--- src/rtl/pic_core_csr_pkg.sv ---
`default_nettype none
// ============================================================================
// Module      : pic_core_csr_pkg
// Description : CSR map, constants and write-select type for the PIC core.
// Revision    : 1.0 - initial release
// ============================================================================
package pic_core_csr_pkg;

    localparam logic [31:0] CSR_CTRL     = 32'h00;
    localparam logic [31:0] CSR_ENABLE   = 32'h04;
    localparam logic [31:0] CSR_EDGE     = 32'h08;
    localparam logic [31:0] CSR_POLARITY = 32'h0C;
    localparam logic [31:0] CSR_PENDING  = 32'h10;
    localparam logic [31:0] CSR_RAW      = 32'h14;
    localparam logic [31:0] CSR_VECTOR   = 32'h18;
    localparam logic [31:0] CSR_ACK      = 32'h1C;
    localparam logic [31:0] CSR_VERSION  = 32'h20;

    localparam logic [31:0] VERSION_VALUE    = 32'h2024_0701;
    localparam int          VECTOR_VALID_BIT = 31;

    typedef struct packed {
        logic we_ctrl;
        logic we_enable;
        logic we_edge;
        logic we_polarity;
        logic we_pending;
        logic we_ack;
    } csr_wsel_t;

endpackage
`default_nettype wire

--- src/rtl/pic_core_csr_src_cond.sv ---
`default_nettype none
// ============================================================================
// Module      : pic_src_cond
// Description : Per-source synchroniser, polarity adjust, edge/level qualify
//               and pending flop (a new edge wins over a same-cycle clear).
// Revision    : 1.0 - initial release
// ============================================================================
module pic_src_cond (
    input  logic clk,
    input  logic rst,
    input  logic src,
    input  logic edge_mode,
    input  logic polarity,
    input  logic clr,
    output logic sync_level,
    output logic pending
);

    logic r_s1;
    logic r_s2;
    logic r_a_prev;
    logic r_pending;
    logic w_a;
    logic w_rise;

    assign w_a    = r_s2 ^ polarity;
    assign w_rise = w_a & ~r_a_prev;

    always_ff @(posedge clk) begin
        if (rst) begin
            r_s1      <= 1'b0;
            r_s2      <= 1'b0;
            r_a_prev  <= 1'b0;
            r_pending <= 1'b0;
        end else begin
            r_s1     <= src;
            r_s2     <= r_s1;
            r_a_prev <= w_a;
            if (edge_mode) begin
                r_pending <= w_rise | (r_pending & ~clr);
            end else begin
                r_pending <= w_a;
            end
        end
    end

    assign sync_level = r_s2;
    assign pending    = r_pending;

endmodule
`default_nettype wire

--- src/rtl/pic_core_csr.sv ---
`default_nettype none
// ============================================================================
// Module      : pic_core_csr
// Description : PIC CSR register file, per-source conditioning, priority
//               vector and registered CPU interrupt request.
// Revision    : 1.0 - initial release
// ============================================================================
module pic_core_csr
    import pic_core_csr_pkg::*;
#(
    parameter int ADD_WIDTH = 8,
    parameter int NUM_IRQ   = 16
) (
    input  logic                 aclk,
    input  logic                 areset,
    input  logic [ADD_WIDTH-1:0] bram_addr,
    input  logic                 bram_wr,
    input  logic [31:0]          bram_wr_data,
    input  logic                 bram_rd,
    output logic [31:0]          bram_rd_data,
    input  logic [NUM_IRQ-1:0]   irq_src,
    output logic                 irq
);

    logic               r_ctrl;
    logic [NUM_IRQ-1:0] r_enable;
    logic [NUM_IRQ-1:0] r_edge_mode;
    logic [NUM_IRQ-1:0] r_polarity;
    logic [31:0]        r_rd_data;
    logic               r_irq;

    logic [NUM_IRQ-1:0] w_pending;
    logic [NUM_IRQ-1:0] w_raw;
    logic [NUM_IRQ-1:0] w_clr;
    logic [31:0]        w_addr;
    logic [31:0]        w_rd_mux;
    csr_wsel_t          w_wsel;
    logic               w_vec_valid;
    logic [4:0]         w_vec_id;
    logic               w_unused;

    // Byte-lane bits of the address and high write-data bits carry no state.
    assign w_unused = ^{bram_addr[1:0], bram_wr_data};

    always_comb begin
        w_addr                 = '0;
        w_addr[ADD_WIDTH-1:2]  = bram_addr[ADD_WIDTH-1:2];
    end

    always_comb begin
        w_wsel = '0;
        if (bram_wr) begin
            case (w_addr)
                CSR_CTRL:     w_wsel.we_ctrl     = 1'b1;
                CSR_ENABLE:   w_wsel.we_enable   = 1'b1;
                CSR_EDGE:     w_wsel.we_edge     = 1'b1;
                CSR_POLARITY: w_wsel.we_polarity = 1'b1;
                CSR_PENDING:  w_wsel.we_pending  = 1'b1;
                CSR_ACK:      w_wsel.we_ack      = 1'b1;
                default:      w_wsel             = '0;
            endcase
        end
    end

    // Clear requests from W1C and ACK; level-mode sources ignore them.
    always_comb begin
        w_clr = '0;
        if (w_wsel.we_pending) begin
            w_clr = bram_wr_data[NUM_IRQ-1:0];
        end
        if (w_wsel.we_ack) begin
            for (int i = 0; i < NUM_IRQ; i++) begin
                if (bram_wr_data[4:0] == 5'(i)) begin
                    w_clr[i] = 1'b1;
                end
            end
        end
    end

    generate
        for (genvar gi = 0; gi < NUM_IRQ; gi++) begin : g_src
            pic_src_cond u_src (
                .clk        (aclk),
                .rst        (areset),
                .src        (irq_src[gi]),
                .edge_mode  (r_edge_mode[gi]),
                .polarity   (r_polarity[gi]),
                .clr        (w_clr[gi]),
                .sync_level (w_raw[gi]),
                .pending    (w_pending[gi])
            );
        end
    endgenerate

    // Scan downwards so the lowest-index enabled pending source is kept.
    always_comb begin
        w_vec_valid = 1'b0;
        w_vec_id    = '0;
        for (int i = NUM_IRQ - 1; i >= 0; i--) begin
            if (w_pending[i] & r_enable[i]) begin
                w_vec_valid = 1'b1;
                w_vec_id    = 5'(i);
            end
        end
    end

    always_comb begin
        w_rd_mux = '0;
        case (w_addr)
            CSR_CTRL:     w_rd_mux[0]           = r_ctrl;
            CSR_ENABLE:   w_rd_mux[NUM_IRQ-1:0] = r_enable;
            CSR_EDGE:     w_rd_mux[NUM_IRQ-1:0] = r_edge_mode;
            CSR_POLARITY: w_rd_mux[NUM_IRQ-1:0] = r_polarity;
            CSR_PENDING:  w_rd_mux[NUM_IRQ-1:0] = w_pending;
            CSR_RAW:      w_rd_mux[NUM_IRQ-1:0] = w_raw;
            CSR_VECTOR: begin
                w_rd_mux[VECTOR_VALID_BIT] = w_vec_valid;
                w_rd_mux[4:0]              = w_vec_id;
            end
            CSR_VERSION:  w_rd_mux              = VERSION_VALUE;
            default:      w_rd_mux              = '0;
        endcase
    end

    always_ff @(posedge aclk) begin
        if (areset) begin
            r_ctrl      <= 1'b0;
            r_enable    <= '0;
            r_edge_mode <= '0;
            r_polarity  <= '0;
            r_rd_data   <= '0;
            r_irq       <= 1'b0;
        end else begin
            if (w_wsel.we_ctrl) begin
                r_ctrl <= bram_wr_data[0];
            end
            if (w_wsel.we_enable) begin
                r_enable <= bram_wr_data[NUM_IRQ-1:0];
            end
            if (w_wsel.we_edge) begin
                r_edge_mode <= bram_wr_data[NUM_IRQ-1:0];
            end
            if (w_wsel.we_polarity) begin
                r_polarity <= bram_wr_data[NUM_IRQ-1:0];
            end
            if (bram_rd) begin
                r_rd_data <= w_rd_mux;
            end
            r_irq <= r_ctrl & (|(w_pending & r_enable));
        end
    end

    assign bram_rd_data = r_rd_data;
    assign irq          = r_irq;

endmodule
`default_nettype wire

--- config.mk ---
export PLATFORM = sky130hd
export DESIGN_NAME = pic_core_csr
export DESIGN_NICKNAME = d
export VERILOG_FILES = /design/src/rtl/pic_core_csr_pkg.sv /design/src/rtl/pic_core_csr_src_cond.sv /design/src/rtl/pic_core_csr.sv
export SDC_FILE = /design/constraint.sdc
export NUM_CORES = 1
export LEC_CHECK = 0
export ABC_AREA = 1
export CORE_MARGIN = 3
export CORE_UTILIZATION = 50
export CTS_BUF_LIST = sky130_fd_sc_hd__clkbuf_4
export CTS_CLUSTER_DIAMETER = 40
export DETAILED_ROUTE_END_ITERATION = 10
export PLACE_DENSITY = 0.78
export SYNTH_ARGS = -nofsm -noshare
export SYNTH_HDL_FRONTEND = slang
export SYNTH_SLANG_ARGS = --single-unit
--- constraint.sdc ---
create_clock -name aclk -period 1.4 [get_ports aclk]
set_clock_uncertainty 0.05 [all_clocks]
set_input_delay 0.28 -clock aclk [delete_from_list [all_inputs] [get_ports aclk]]
set_output_delay 0.28 -clock aclk [all_outputs]
set_load 0.01 [all_outputs]
==> results of run 1 <==
==> per-stage QoR <==
| stage | hold slack [ns] | TNS (ns) |
|---|---|---|
| after global placement | 0.339 | -45.47 |
| after floorplan | 0.337 | -0.00727 |
| after CTS | 0.155 | -0.225 |
| final | 0.165 | -0.359 |
| after detailed placement | 0.343 | -49.08 |
| after global routing | 0.152 | -0.759 |
==> synth_stat cells, drive strengths merged (3+ instances only) <==
library cell,number
o311ai,3
nand3,16
a21oi,43
nand2,207
o31ai,7
inv,73
o211ai,8
a41oi,3
nor3,4
buf,33
nor2,163
dfxtp,132
o21ai,61
clkbuf,12
nand4,7
a22oi,10
==> sequential cells by signal, summed over array words and instances (netlist names) <==
register,cells
bram_rd_data,18
g_src.u_src.r_s1,16
r_ctrl,1
g_src.u_src.pending,16
r_polarity,16
r_enable,16
r_edge_mode,16
g_src.u_src.r_a_prev,16
irq,1
g_src.u_src.sync_level,16
==> layout make-up <==
type / count / area (um^2)
Clock inverter: 14 / 234
Inverter: 73 / 278
Sequential cell: 132 / 2680
Clock buffer: 18 / 135
Multi-Input combinational cell: 555 / 2640
Timing Repair Buffer: 146 / 1250
Tap cell: 140 / 175
Fill cell: 949 / 3640
==> power breakdown <==
part / switching (W) / leakage (nW) / internal (W)
Sequential: 0.0000474 / 1.09 / 0.00384
Combinational: 0.000320 / 1.96 / 0.000257
Clock: 0.00143 / 0.197 / 0.00179
Total: 0.00179 / 3.25 / 0.00589
==> metal layers <==
| metal | wire length, um | share of wire, % |
|---|---|---|
| met3 | 1340 | 8.4 |
| met5 | 0 | 0 |
| met2 | 7440 | 47 |
| met1 | 6820 | 43 |
| met4 | 326 | 2.0 |
==> final timing paths <==
| check | end | cells past startpoint | from | slack (ns) |
|---|---|---|---|---|
| max | bram_rd_data[0]$_SDFFE_PP0P_ | 20 | r_enable[15]$_SDFFE_PP0P_ | -0.22 |
| min | g_src[7].u_src.r_s1$_SDFF_PP0_ | 3 | areset | 0.16 |
| max reg2reg | bram_rd_data[0]$_SDFFE_PP0P_ | 20 | r_enable[15]$_SDFFE_PP0P_ | -0.22 |
| min reg2reg | g_src[3].u_src.sync_level$_SDFF_PP0_ | 2 | g_src[3].u_src.r_s1$_SDFF_PP0_ | 0.36 |
==> tightest hold or removal path: stages <==
cell,delay (ns)
buf_2,0.12
buf_12,0.19
nor2_1,0.11
==> layout by cell type (no fill, tap or decap), types with 17 or more instances in the layout <==
cell and n:
clkbuf_4 18, dfxtp_1 104, o21ai_0 40, buf_2 17, clkdlybuf4s50_1 34, nor2_1 143
a21oi_1 35, nand2_1 198, o21ai_1 21, dfxtp_2 27, inv_1 60, buf_4 74
==> cells by family after synthesis <==
logic type,count (synthesis)
AO/OA/AOI/OAI,143
AND/OR/NAND/NOR,400
flip-flops,132
other,1
buffers and inverters,118
==> repair_timing <==
item	in CTS	in global routing
setup buffers	12	3
gates cloned	0	0
resized for setup	128	32
endpoints found under the setup margin	90	37
pin swaps	10	21
==> impl_metrics.tcl, run 1 <==
set metrics [dict create \
    muxShareOfSynthArea_pct 0 \
    core_area_um2 11000 \
    htree_num_levels 4 \
    fin_util_pct 67.0 \
    use_met1_pct 32.7 \
    slew_violations 0 \
    fin_ws_ns -0.216 \
    hpwlAfterDp_mm 11.0 \
    finalHoldViolations 0 \
    synth-edff-count 0 \
    irDropWorstVdd_uv 685 \
    cap_viol_max_count 0 \
    post-route-period-util_pct 115 \
    drc 0 \
    slowest_delay_ns 0.35 \
    viasPerCell 5.26 \
    num_rows 38 \
    syn_area_um2 5740 \
    synth_compound_area_share_pct 14.8 \
    cp_top_family "simple AND/OR/NAND/NOR gates" \
    fin_nets 985 \
    synth_top_area_cell "dfxtp_1" \
    gp_congestion 0.903 \
    p_per_area_nw_per_um2 1040 \
    p_leak_nw 3.25 \
    numPortBuffers 62 \
    async_flop_share_pct 0 \
    cts.path.max_buffers 2 \
    clkSinkCount 132 \
    fin_crit_ns 1.62 \
    drive_gt1_share_pct 23.6 \
    track_usage_pct 24.6 \
    area_growth_pct 28.9 \
    grt_pass1_vias 5129 \
    dr.pass1.iters 6 \
    synth_seq_area_share_pct 46.1 \
    yosys.area_share.adder_pct 0 \
    yosysUniqueCellTypes 36 \
    synth_xor_area_share_pct 0 \
    initial_core_util_pct 52.0 \
    grt_util_met2_pct 40.3 \
    end_kind "flop" \
    path_max_fanout 2 \
    finalSetupViolations 3 \
    met3_usage_pct 4.97 \
    clkLatencyLatePin_ns 0.53 \
    total_power_w 0.00768 \
    die_area_um2 12800 \
    antenna_cells 0 \
    violations "setup timing" \
    dpl.cell_count 1031 \
    cts_tree "yes" \
    ys_seq_elements 132 \
    critPathSlowestCell "dfxtp_2" \
    gr-total-overflow 0 \
    worstPathCellList "nand2_2, inv_2, nand2_1, nand2_1, nand2_1, nand2_1, nand2_1, nand2_1, nand2_1, nand2_1, nand2_1, nand2_1, nand2_1, nand2_1, nand2_1, nand2_1, nand2_1, nand2_1, nand2_1, a21oi_2" \
    yosysTopAreaCellShare_pct 46.1 \
    ys.flop_type "dfxtp_1" \
    netlist_instances 794 \
    stdcell_area_um2 7390 \
    cp.required_ns 1.77 \
    hold_path_class "input port to flop" \
    rsz0062_at_grt "true" \
    crit_top_cell "nand2_1" \
    cts-hold-fix-buffers 0 \
    max_freq_mhz 619 \
    grt_max_degree 59 \
    drt-initial-drc-count 615 \
    yosys.area_share.simple_pct 29.3 \
    ioPinCount 93 \
    grt_first_pass_wirelength_mm 25.1 \
    cts_root_buffer "clkbuf_4" \
    yosysWarnings 0 \
    top_usage_layer "met2" \
    arrival_ns 1.99 \
    critPathLaunchType "flop" \
    die_y_um 113 \
    criticalPathCategory "flop to flop" \
    place_area_um2 6850 \
    wire_per_inst_um 14.8 \
    place_ws_ns -0.725 \
    ant_nets 0 \
    avgSynthCellArea_um2 7.22 \
    die_w_um 113 \
    antenna_found_initial 0 \
    synth_top_family_by_area "simple AND/OR/NAND/NOR gates" \
    routed_wl_mm 15.9 \
    vias 5670 \
    layoutNonFillerInstCount 1078 \
    crit_buf_inv 1 \
    synthTopCellsByArea "dfxtp_1 (46%), nand2_1 (14%), nor2_1 (9.8%)" \
    clk_pin_slew_ns 0.12 \
    numCtsBuffers 17 \
    run_status "complete, but fails checks" \
]
Power figures use the tool's default switching activity.
==> run 2, diff against run 1 <==
--- a/config.mk
+++ b/config.mk
@@ -7,11 +7,11 @@
 export LEC_CHECK = 0
 export ABC_AREA = 1
 export CORE_MARGIN = 3
-export CORE_UTILIZATION = 50
+export CORE_UTILIZATION = 55
 export CTS_BUF_LIST = sky130_fd_sc_hd__clkbuf_4
 export CTS_CLUSTER_DIAMETER = 40
 export DETAILED_ROUTE_END_ITERATION = 10
-export PLACE_DENSITY = 0.78
+export PLACE_DENSITY = 0.82
 export SYNTH_ARGS = -nofsm -noshare
 export SYNTH_HDL_FRONTEND = slang
 export SYNTH_SLANG_ARGS = --single-unit
==> constraint.sdc (replaced) <==
create_clock -name aclk -period 1.8 [get_ports aclk]
set_clock_uncertainty 0.05 [all_clocks]
set_input_delay 0.36 -clock aclk [delete_from_list [all_inputs] [get_ports aclk]]
set_output_delay 0.36 -clock aclk [all_outputs]
set_load 0.01 [all_outputs]
==> impl_metrics.tcl, run 2 (synthesized netlist as in run 1, its figures left out) <==
set metrics [dict create \
    dpl.cell_count 995 \
    place_ws_ns -0.376 \
    antenna_found_initial 0 \
    htree_num_levels 4 \
    clkSinkCount 132 \
    cts.path.max_buffers 2 \
    routed_wl_mm 15.6 \
    top_usage_layer "met2" \
    cts-hold-fix-buffers 0 \
    gr-total-overflow 0 \
    die_w_um 108 \
    critPathLaunchType "input port" \
    critPathLaunch "bram_addr[7]" \
    die_area_um2 11700 \
    cp.required_ns 2.18 \
    drive_gt1_share_pct 12.0 \
    p_per_area_nw_per_um2 816 \
    fin_crit_ns 1.64 \
    rrSetupSlack_ns 0.19 \
    place_area_um2 6610 \
    grt_util_met2_pct 46.7 \
    gp_congestion 0.936 \
    ant_nets 0 \
    worstPathCellList "clkdlybuf4s50_1, nor2_4, nand3_4, nor2_4, inv_2, nor2_8, inv_2, o21ai_0, a21oi_1" \
    cap_viol_max_count 0 \
    cp-endpoint "r_edge_mode[15]$_SDFFE_PP0P_" \
    cts_root_buffer "clkbuf_4" \
    finalHoldViolations 0 \
    fin_ws_ns 0.157 \
    final_common_cell "nand2_1" \
    core_area_um2 9950 \
    cp_top_family "buffers and inverters" \
    critPathSlowestCell "clkdlybuf4s50_1" \
    path_max_fanout 14 \
    drt-initial-drc-count 439 \
    end_kind "flop" \
    finalSetupViolations 0 \
    numPortBuffers 62 \
    largest_reg_flops 18 \
    grt_first_pass_wirelength_mm 24.9 \
    drc 0 \
    criticalPathCategory "input port to flop" \
    layoutNonFillerInstCount 1028 \
    n_fill_cell 851 \
    arrival_ns 2.02 \
    cts_tree "yes" \
    num_rows 36 \
    fin_nets 942 \
    initial_core_util_pct 57.6 \
    ioPinCount 93 \
    hpwlAfterDp_mm 10.8 \
    wire_per_inst_um 15.1 \
    clk_pin_slew_ns 0.12 \
    slew_violations 0 \
    post-route-period-util_pct 91.3 \
    total_power_w 0.00564 \
    grt_max_degree 75 \
    rr_startpoint "g_src[12].u_src.pending$_SDFF_PP0_" \
    stdcell_area_um2 6920 \
    die_y_um 108 \
    p_leak_nw 3.02 \
    crit_buf_inv 3 \
    viasPerCell 5.46 \
    area_growth_pct 20.6 \
    mostFrequentLayoutCells "nand2_1 (207), nor2_1 (150), dfxtp_1 (128), inv_1 (66), o21ai_0 (42)" \
    use_met1_pct 32.8 \
    cp_num_cells 9 \
    antenna_cells 0 \
    dr.pass1.iters 6 \
    rr_worst_depth 17 \
    slowest_delay_ns 0.45 \
    met3_usage_pct 5.55 \
    grt_pass1_vias 5350 \
    vias 5616 \
    track_usage_pct 27.4 \
    fin_util_pct 69.5 \
    max_freq_mhz 609 \
    irDropWorstVdd_uv 607 \
    numCtsBuffers 17 \
    run_status "finished clean" \
    rr_endpoint "bram_rd_data[0]$_SDFFE_PP0P_" \
    rsz0062_at_grt "false" \
    clkLatencyLatePin_ns 0.55 \
    hold_path_class "input port to flop" \
]
==> run 2: timing repair <==
action | in CTS | in global routing
gates cloned | 0 | 0
setup buffers | 0 | 1
endpoints found under the hold margin | 0 | 0
setup endpoints to repair | 21 | 1
gates resized for setup | 21 | 4
==> run 2: worst register-to-register path, delay by kind of cell (launching register included) <==
family	cells	cell delay (ns)
DFF	1	0.40
AOI/OAI and AO/OA	1	0.05
and+or+nand+nor	16	1.00
==> run 2: report_power, final <==
part           internal, W  total [W]  switching, W
combinational     0.000171   0.000407      0.000235
sequential         0.00299    0.00303     0.0000382
clock              0.00111    0.00221       0.00110
total              0.00427    0.00564       0.00137
==> run 2: layout make-up <==
type / count / area (um^2) / share of cell area, %
Inverter: 73 / 274 / 3.96
Clock buffer: 18 / 135 / 1.95
Timing Repair Buffer: 103 / 935 / 13.5
Tap cell: 133 / 166 / 2.41
Sequential cell: 132 / 2650 / 38.3
Multi-Input combinational cell: 555 / 2570 / 37.2
Clock inverter: 14 / 185 / 2.68
==> run 2: worst min path at each step <==
stage                                               from                                    to  slack [ns]  cells past startpoint
final                                             areset        g_src[2].u_src.r_s1$_SDFF_PP0_        0.20                      3
after global routing                              areset          bram_rd_data[3]$_SDFFE_PP0P_        0.19                      3
after CTS                                         areset          bram_rd_data[0]$_SDFFE_PP0P_        0.17                      3
after detailed placement  g_src[5].u_src.r_s1$_SDFF_PP0_  g_src[5].u_src.sync_level$_SDFF_PP0_        0.34                      2
after global placement    g_src[9].u_src.r_s1$_SDFF_PP0_  g_src[9].u_src.sync_level$_SDFF_PP0_        0.34                      2
after floorplan           g_src[0].u_src.r_s1$_SDFF_PP0_  g_src[0].u_src.sync_level$_SDFF_PP0_        0.34                      2
==> run 2: routing by layer <==
metal | share of wire, % | vias up
met5 | 0 | -
met4 | 3.7 | 0
met3 | 8.4 | 60
met2 | 48 | 295
met1 | 40 | 2565
li1 | - | 2696
==> run 2: per-stage QoR <==
| step | setup TNS, ns | hold WS (ns) |
|---|---|---|
| 2_1_floorplan | 0 | 0.338 |
| 3_3_place_gp | -19.12 | 0.339 |
| 3_5_place_dp | -22.18 | 0.343 |
| 4_1_cts | 0 | 0.175 |
| 5_1_grt | 0 | 0.194 |
| 6_report | 0 | 0.200 |
